--- config.mk ---
export PLATFORM = sky130hd
export DESIGN_NAME = imem_program_loader
export DESIGN_NICKNAME = d
export VERILOG_FILES = /design/src/rtl/imem_program_loader.sv
export SDC_FILE = /design/constraint.sdc
export NUM_CORES = 1
export LEC_CHECK = 0
export ABC_CLOCK_PERIOD_IN_PS = 3200
export BUFFER_PORTS_ARGS = -buffer_cell sky130_fd_sc_hd__buf_4
export CORE_ASPECT_RATIO = 0.8
export CORE_MARGIN = 4
export CORE_UTILIZATION = 57
export CTS_BUF_LIST = sky130_fd_sc_hd__clkbuf_8
export DETAILED_ROUTE_END_ITERATION = 16
export PLACE_DENSITY = 0.81
export RECOVER_POWER = 100
export SETUP_SLACK_MARGIN = 0.3
export SLEW_MARGIN = 20
export SYNTH_ARGS = -nofsm -noshare
export SYNTH_HDL_FRONTEND = slang
export SYNTH_SLANG_ARGS = --single-unit
--- constraint.sdc ---
create_clock -name clk -period 3.2 [get_ports clk]
set_clock_uncertainty 0.2 [all_clocks]
set_input_delay 0.48 -clock clk [delete_from_list [all_inputs] [get_ports clk]]
set_output_delay 0.48 -clock clk [all_outputs]
set_load 0.01 [all_outputs]
--- src/rtl/imem_program_loader.sv ---
// ---------------------------------------------------------------------------
// imem_program_loader
//
// Sequences the instruction-memory write port during program download. A byte
// stream from the host link is packed little-endian into 32-bit words. Each
// word is written to the next word-aligned address. The CPU is held in stall
// until the whole program has been written.
//
// Optional feature (compile-time macro IMEM_LOADER_CHECKSUM_EN):
//   After the last word, one more byte is accepted. It is compared against the
//   modulo-256 sum of all payload bytes. A match ends in DONE; a mismatch ends
//   in ERROR. Without the macro, the last write goes straight to DONE.
//
// Ports:
//   clk         system clock, rising edge
//   rst         synchronous active-high reset
//   start       single-cycle pulse, begins a load of load_len words
//   load_len    number of words to load, sampled when start is accepted
//   byte_in     stream byte
//   byte_valid  byte_in is valid
//   byte_ready  loader accepts byte_in this cycle
//   wr_en       instruction memory write enable (one cycle per word)
//   write_addr  byte address of the word being written, bits [1:0] = 0
//   data_in     word being written
//   cpu_hold    CPU stall/reset hold
//   done        load completed successfully (level)
//   error       load aborted (level)
// ---------------------------------------------------------------------------
module imem_program_loader #(
    parameter  int CAPACITY   = 512,
    parameter  int BUS_WIDTH  = 32,
    localparam int ADDR_WIDTH = $clog2(CAPACITY)
) (
    input  logic                  clk,
    input  logic                  rst,
    input  logic                  start,
    input  logic [ADDR_WIDTH:0]   load_len,
    input  logic [7:0]            byte_in,
    input  logic                  byte_valid,
    output logic                  byte_ready,
    output logic                  wr_en,
    output logic [ADDR_WIDTH+1:0] write_addr,
    output logic [BUS_WIDTH-1:0]  data_in,
    output logic                  cpu_hold,
    output logic                  done,
    output logic                  error
);

    localparam logic [ADDR_WIDTH:0] CAP_LEN = (ADDR_WIDTH + 1)'(CAPACITY);
    localparam logic [ADDR_WIDTH:0] ONE_LEN = (ADDR_WIDTH + 1)'(1);

    typedef enum logic [2:0] {
        IDLE,
        COLLECT,
        WRITE,
        CHECK,
        DONE,
        ERROR
    } state_t;

    state_t                state_q, state_nx;
    logic [ADDR_WIDTH:0]   len_q;
    logic [ADDR_WIDTH:0]   word_idx_q;
    logic [1:0]            byte_idx_q;
    logic [23:0]           asm_word_q;   // first three bytes of the current word
`ifdef IMEM_LOADER_CHECKSUM_EN
    logic [7:0]            sum_q;
`endif

    logic start_acc;
    logic byte_acc;
    logic last_word;

    // start only counts from a resting state; it is ignored mid-load
    assign start_acc = start && ((state_q == IDLE) || (state_q == DONE) || (state_q == ERROR));
    assign byte_acc  = byte_valid && byte_ready;
    assign last_word = (word_idx_q == (len_q - ONE_LEN));

    always_ff @(posedge clk) begin
        if (rst) begin
            state_q    <= IDLE;
            len_q      <= '0;
            word_idx_q <= '0;
            byte_idx_q <= '0;
            asm_word_q <= '0;
            write_addr <= '0;
            data_in    <= '0;
`ifdef IMEM_LOADER_CHECKSUM_EN
            sum_q      <= '0;
`endif
        end else begin
            state_q <= state_nx;

            if (start_acc) begin
                len_q      <= load_len;
                word_idx_q <= '0;
                byte_idx_q <= '0;
`ifdef IMEM_LOADER_CHECKSUM_EN
                sum_q      <= '0;
`endif
            end

            if (byte_acc && (state_q == COLLECT)) begin
                byte_idx_q <= byte_idx_q + 2'd1;
`ifdef IMEM_LOADER_CHECKSUM_EN
                sum_q      <= sum_q + byte_in;
`endif
                case (byte_idx_q)
                    2'd0: asm_word_q[7:0]   <= byte_in;
                    2'd1: asm_word_q[15:8]  <= byte_in;
                    2'd2: asm_word_q[23:16] <= byte_in;
                    default: begin
                        // Word complete: present it on the write port now so it
                        // is stable during WRITE and holds afterwards.
                        data_in    <= {byte_in, asm_word_q};
                        write_addr <= {word_idx_q[ADDR_WIDTH-1:0], 2'b00};
                    end
                endcase
            end

            if (state_q == WRITE) begin
                word_idx_q <= word_idx_q + ONE_LEN;
            end
        end
    end

    always_comb begin
        state_nx   = state_q;
        byte_ready = 1'b0;
        wr_en      = 1'b0;
        cpu_hold   = 1'b1;
        done       = 1'b0;
        error      = 1'b0;

        case (state_q)
            IDLE, DONE, ERROR: begin
                if (state_q == DONE) begin
                    done     = 1'b1;
                    cpu_hold = 1'b0;
                end
                if (state_q == ERROR) begin
                    error = 1'b1;
                end
                if (start_acc) begin
                    if (load_len == '0) begin
                        state_nx = DONE;
                    end else if (load_len > CAP_LEN) begin
                        state_nx = ERROR;
                    end else begin
                        state_nx = COLLECT;
                    end
                end
            end

            COLLECT: begin
                byte_ready = 1'b1;
                if (byte_acc && (byte_idx_q == 2'd3)) begin
                    state_nx = WRITE;
                end
            end

            WRITE: begin
                wr_en = 1'b1;
                if (last_word) begin
`ifdef IMEM_LOADER_CHECKSUM_EN
                    state_nx = CHECK;
`else
                    state_nx = DONE;
`endif
                end else begin
                    state_nx = COLLECT;
                end
            end

            CHECK: begin
`ifdef IMEM_LOADER_CHECKSUM_EN
                byte_ready = 1'b1;
                if (byte_acc) begin
                    state_nx = (byte_in == sum_q) ? DONE : ERROR;
                end
`else
                // Unreachable without the checksum stage.
                state_nx = IDLE;
`endif
            end

            default: state_nx = IDLE;
        endcase
    end

endmodule

== Word-level counts from Yosys, hierarchy flattened ==
Cells that the tools add are included.

* Input port bits: 22
* Output and inout bits: 48
* Word-level logic and storage cells: 60
* Bits in registers: 90

* Bitwise gates (word level): 1
* Multiplexer cells: 18
* Eq/ne operators: 10
* $lt $le $gt $ge: 1
* $add $sub $neg: 3
* Reduce and logical (&&, ||, !) cells: 18

{| class="wikitable"
|+ Operators with widths
! cell !! number
|-
| two-way mux 10 bit || 2
|-
| two-way mux 3 bit || 5
|-
| adder 10 x 1 -> 10 bit, second input constant || 1
|-
| == test 10 bit || 1
|-
| greater-than comparator 10 bit, second input constant || 1
|-
| zero test 10 bit || 1
|-
| AND reduction 2 bit || 5
|-
| subtractor 10 x 1 -> 10 bit, second input constant || 1
|-
| case mux 3 bit (3 select lines) || 1
|-
| two-way mux 1 bit || 8
|-
| == test 3 bit, second input constant || 2
|-
| OR reduction 3 bit || 2
|-
| == test 2 bit, second input constant || 2
|-
| logical AND 1 bit || 4
|-
| two-way mux 2 bit || 2
|-
| nonzero test 2 bit || 2
|-
| == test 3 x 1 -> 1 bit, second input constant || 1
|-
| == test 3 x 2 -> 1 bit, second input constant || 1
|-
| zero test 3 bit || 1
|-
| adder 2 x 1 -> 2 bit, second input constant || 1
|-
| == test 2 x 1 -> 1 bit, second input constant || 1
|-
| zero test 2 bit || 1
|-
| logical OR 1 bit || 2
|-
| != test 2 x 1 -> 1 bit, second input constant || 1
|-
| 2 further kinds || 2
|}

== Longest topological paths before layout ==
* Word-level depth: 6
* Mapped depth: 8
* Mapped depth without buffers: 8

== Least setup slack after synthesis ==
No wires, ideal clock.

* Kind: flip-flop to flip-flop
* Start point: register len_q[0]
* End point: register state_q[0]
* Buffers on the path: 0
* Cell stages (with the launch flop): 9
* Data arrival time: 2.037 ns
* Setup slack: 0.847 ns
* Required time: 2.883 ns
* Setup time: 0.117 ns
* Clock period less this slack: 2.353 ns
* Path through: dfxtp_1 > inv_1 > ha_1 > or4b_4 > or3_1 > a21o_1 > a22oi_2 > o211ai_2 > a22o_1

* Word-level cells in the longest chain between the ends: 4

{| class="wikitable"
|+ Ends and longest elaborated chain
! what !! line !! RTL
|-
| start: declaration || 62 || <nowiki>logic [ADDR_WIDTH:0] len_q;</nowiki>
|-
| start signal: assignment || 95 || <nowiki>len_q <= load_len;</nowiki>
|-
| subtractor 10 x 1 -> 10 bit || 77 || <nowiki>assign last_word = (word_idx_q == (len_q - ONE_LEN));</nowiki>
|-
| == test 10 bit || 77 ||
|-
| two-way mux 3 bit || 164 || <nowiki>if (last_word) begin</nowiki>
|-
| case mux 3 bit (3 select lines) || 135 || <nowiki>case (state_q)</nowiki>
|-
| end signal: assignment || 92 || <nowiki>state_q <= state_nx;</nowiki>
|-
| end: declaration || 61 || <nowiki>state_t state_q, state_nx;</nowiki>
|}

Every way passes these cells.
A chain may end at the register's enable or synchronous reset.

== Worst setup path after layout ==
Same ends and word-level chain as after synthesis.

==> results.md <==
- Status: complete, no violations
- GR Overflow Total: 0
- Type of origin of the critical path: flip-flop
- Leading post-synthesis cells by cell area: dfxtp_1 (47%), nand2_1 (14%), a21oi_1 (11%)
- Die height: 81.2 um
- Clock Tree Buf Depth: 2
- Sink Count: 90
- Netlist cell types: 45
- Post-synth top flop: dfxtp_1
- Tot GR Track Use: 0.227
- Sw frac: 0.242
- Number of global-route vias before repair: 3,011
- Seq pwr share: 0.524
- Largest area contributor in the netlist: dfxtp_1
- Latest clock arrival within the worst-skew pair: 0.36 ns
- Layout area overhead: 14.1%
- Data arrival, critical path: 2.59 ns
- Layout cell share with drive strength beyond 1: 0.0862
- Filler Cells Inserted: 588
- Final hold vios: 0
- Slew Limit Fails: 0
- Synth warnings: 0
- Vias: 3,425
- Synthesized cell area: 0.00381 mm2
- First-pass GRT wire length: 14.5 mm
- Critical path type: reg -> reg
- Multi-input logic area: 0.00182 mm2
- CP cell instances: inv_1 > ha_1 > or4b_1 > or3_1 > a21o_1 > a22oi_2 > o211ai_1 > a22o_1
- Max incr delay on CP: 0.52 ns
- Slowest CP cell: or4b_1
- RD Place Congestion: 0.865
- Post-synthesis cell count: 493
- Clock transition at the registers of the reported paths: 0.09 ns
- Worst vdd ir: 0.360 mV
- Internal cell power: 1.67 mW
- Cts bufs inserted: 9
- Worst-path fanout max: 6
- # hold bufs at CTS: 0
- RSZ-0062 raised after global routing: false
- CP endpoint kind: flip-flop
- Register area share after synthesis: 0.473
- Top Ports: 70
- EDFF count, synth: 0
- Util after Layout: 0.675
- Post-route cell area: 0.00435 mm2
- HPWL after detailed placement: 6.14 mm
- Root Buffer: clkbuf_8
- Synth top area share: 0.473
- Synth Register Bits: 90
- Max-Slew Margin vs Limit: 0.467
- Pwr/cell area: 506 mW/mm2
- Nets: 568
- Clk pwr share: 0.396
- Critical Path RT: 3.25 ns
- Post-Place Cell Area: 0.00431 mm2
- Site Rows: 26
- Logic gate share of total power: 0.081
- Starting Density: 0.592
- Largest net degree at the start of global routing: 73
- CTS resizes: 0
- Top-count cell post-synth: nand2_1
- CTS tree: built
- Routed WL: 8.91 mm
- Core area: 0.00644 mm2
- Worst hold path class: in -> reg
- CP top delay family: simple AND/OR/NAND/NOR gates
- Post-synth ARST share: 0
- WL/cell: 14.2 um
- Pre-antenna DRT Iters: 5
- Synth top cells by count: nand2_1 (139), dfxtp_1 (90), a21oi_1 (83), nand3_1 (34), clkbuf_1 (30)
- Final setup viols: 0
- Total Neg Setup Slack: 0 ns
- Number of buffers added on ports: 67
- ANT nets after route: 0
- Fin crit period: 2.54 ns
- Leakage: 1.52 nW
- Buffers & Inverters on Critical Path: 1
- # DRC: 0
- Post-DR vias/cell: 5.45
- Number of max-cap violations: 0
- Area of all sequential standard cells: 0.00180 mm2
- Antenna cell count: 0
- Die X: 99.4 um
- Synthesized area per cell: 7.73 um2
- DIE AREA: 0.00807 mm2
- Net switching power figure: 533 uW
- Fmax: 394 MHz
- H-tree Lvls: 3
- Worst-margin pin slew: 0.800 ns
- # Post-CTS Setup Buffers: 0
- Detailed Route Iter0 Violations: 227
- Initial antenna violation count: 0
- Tcrit/Tclk final: 0.794
==> per-stage QoR <==
step                hold slack [ns]  std cells  setup slack, ns  power [mW]
detailed placement            0.243        613            0.704        1.36
CTS                           0.165        629            0.709        2.22
finish                        0.175        629            0.659        2.20
global route                  0.155        629            0.520        2.29
floorplan                     0.232        494            0.847        1.30
global placement              0.239        613            0.797        1.35
==> area by class of cell <==
| class | count | area share |
|---|---|---|
| Tap cell | 84 | 0.0242 |
| Clock inverter | 6 | 0.0204 |
| Clock buffer | 10 | 0.0316 |
| Multi-Input combinational cell | 359 | 0.419 |
| Inverter | 8 | 0.00690 |
| Timing Repair Buffer | 72 | 0.0840 |
| Sequential cell | 90 | 0.414 |
==> tightest hold or removal path, cell delays in order <==
cell and delay, ns:
buf_4 0.11, nand2_1 0.05, a21oi_1 0.05
==> power by group through the flow <==
stage	logic [mW]	registers [mW]	clock network, mW
after global routing	0.198	1.15	0.936
final	0.177	1.15	0.870
after CTS	0.182	1.15	0.882
after floorplan	0.130	1.17	0
after detailed placement	0.181	1.18	0
after global placement	0.175	1.18	0
==> sequential cells by signal, indices dropped and copies added, names as in the netlist <==
name        count
data_in        32
asm_word_q     24
len_q          10
word_idx_q     10
write_addr      9
state_q         3
byte_idx_q      2
==> cell families (layout without fill, tap and decap cells) <==
family / count (synthesis) / after routing / share of synthesized area
fa+ha+maj: 6 / 6 / 0.0197
flops: 90 / 90 / 0.473
simple gates: 230 / 230 / 0.262
buf+inv: 45 / 96 / 0.0486
compound gates: 103 / 103 / 0.153
other cells: 1 / 2 / 0.000984
mux: 3 / 3 / 0.00820
xor+xnor: 15 / 15 / 0.0345
==> per-layer routing <==
| layer | up-vias | GRT usage | share of wire |
|---|---|---|---|
| li1 | 1741 | - | - |
| met2 | 114 | 0.340 | 0.44 |
| met5 | - | 0 | 0 |
| met3 | 8 | 0.0704 | 0.080 |
| met1 | 1562 | 0.326 | 0.47 |
| met4 | 0 | 0.0423 | 0.0071 |
==> final timing paths <==
| kind | cells after the start | slack, ns | start | end |
|---|---|---|---|---|
| hold / removal | 3 | 0.17 | load_len[8] | len_q[8] |
| hold reg to reg | 2 | 0.25 | asm_word_q[0] | data_in[0] |
| setup reg to reg | 8 | 0.66 | len_q[0] | state_q[0] |
| setup / recovery | 8 | 0.66 | len_q[0] | state_q[0] |
==> cell usage in the layout, fill, tap and decap left out, drive strengths merged, types with 4 or more instances in the layout <==
cell,synthesis,final
buf,7,25
nand3,34,34
nor3,8,8
dfxtp,90,90
or3,6,6
xor2,9,9
a21oi,83,83
nand2,139,139
inv,7,8
nor2,22,22
clkbuf,30,57
o21ai,7,7
and3,4,4
ha,6,6
xnor2,6,6
Power figures use the tool's default switching activity.
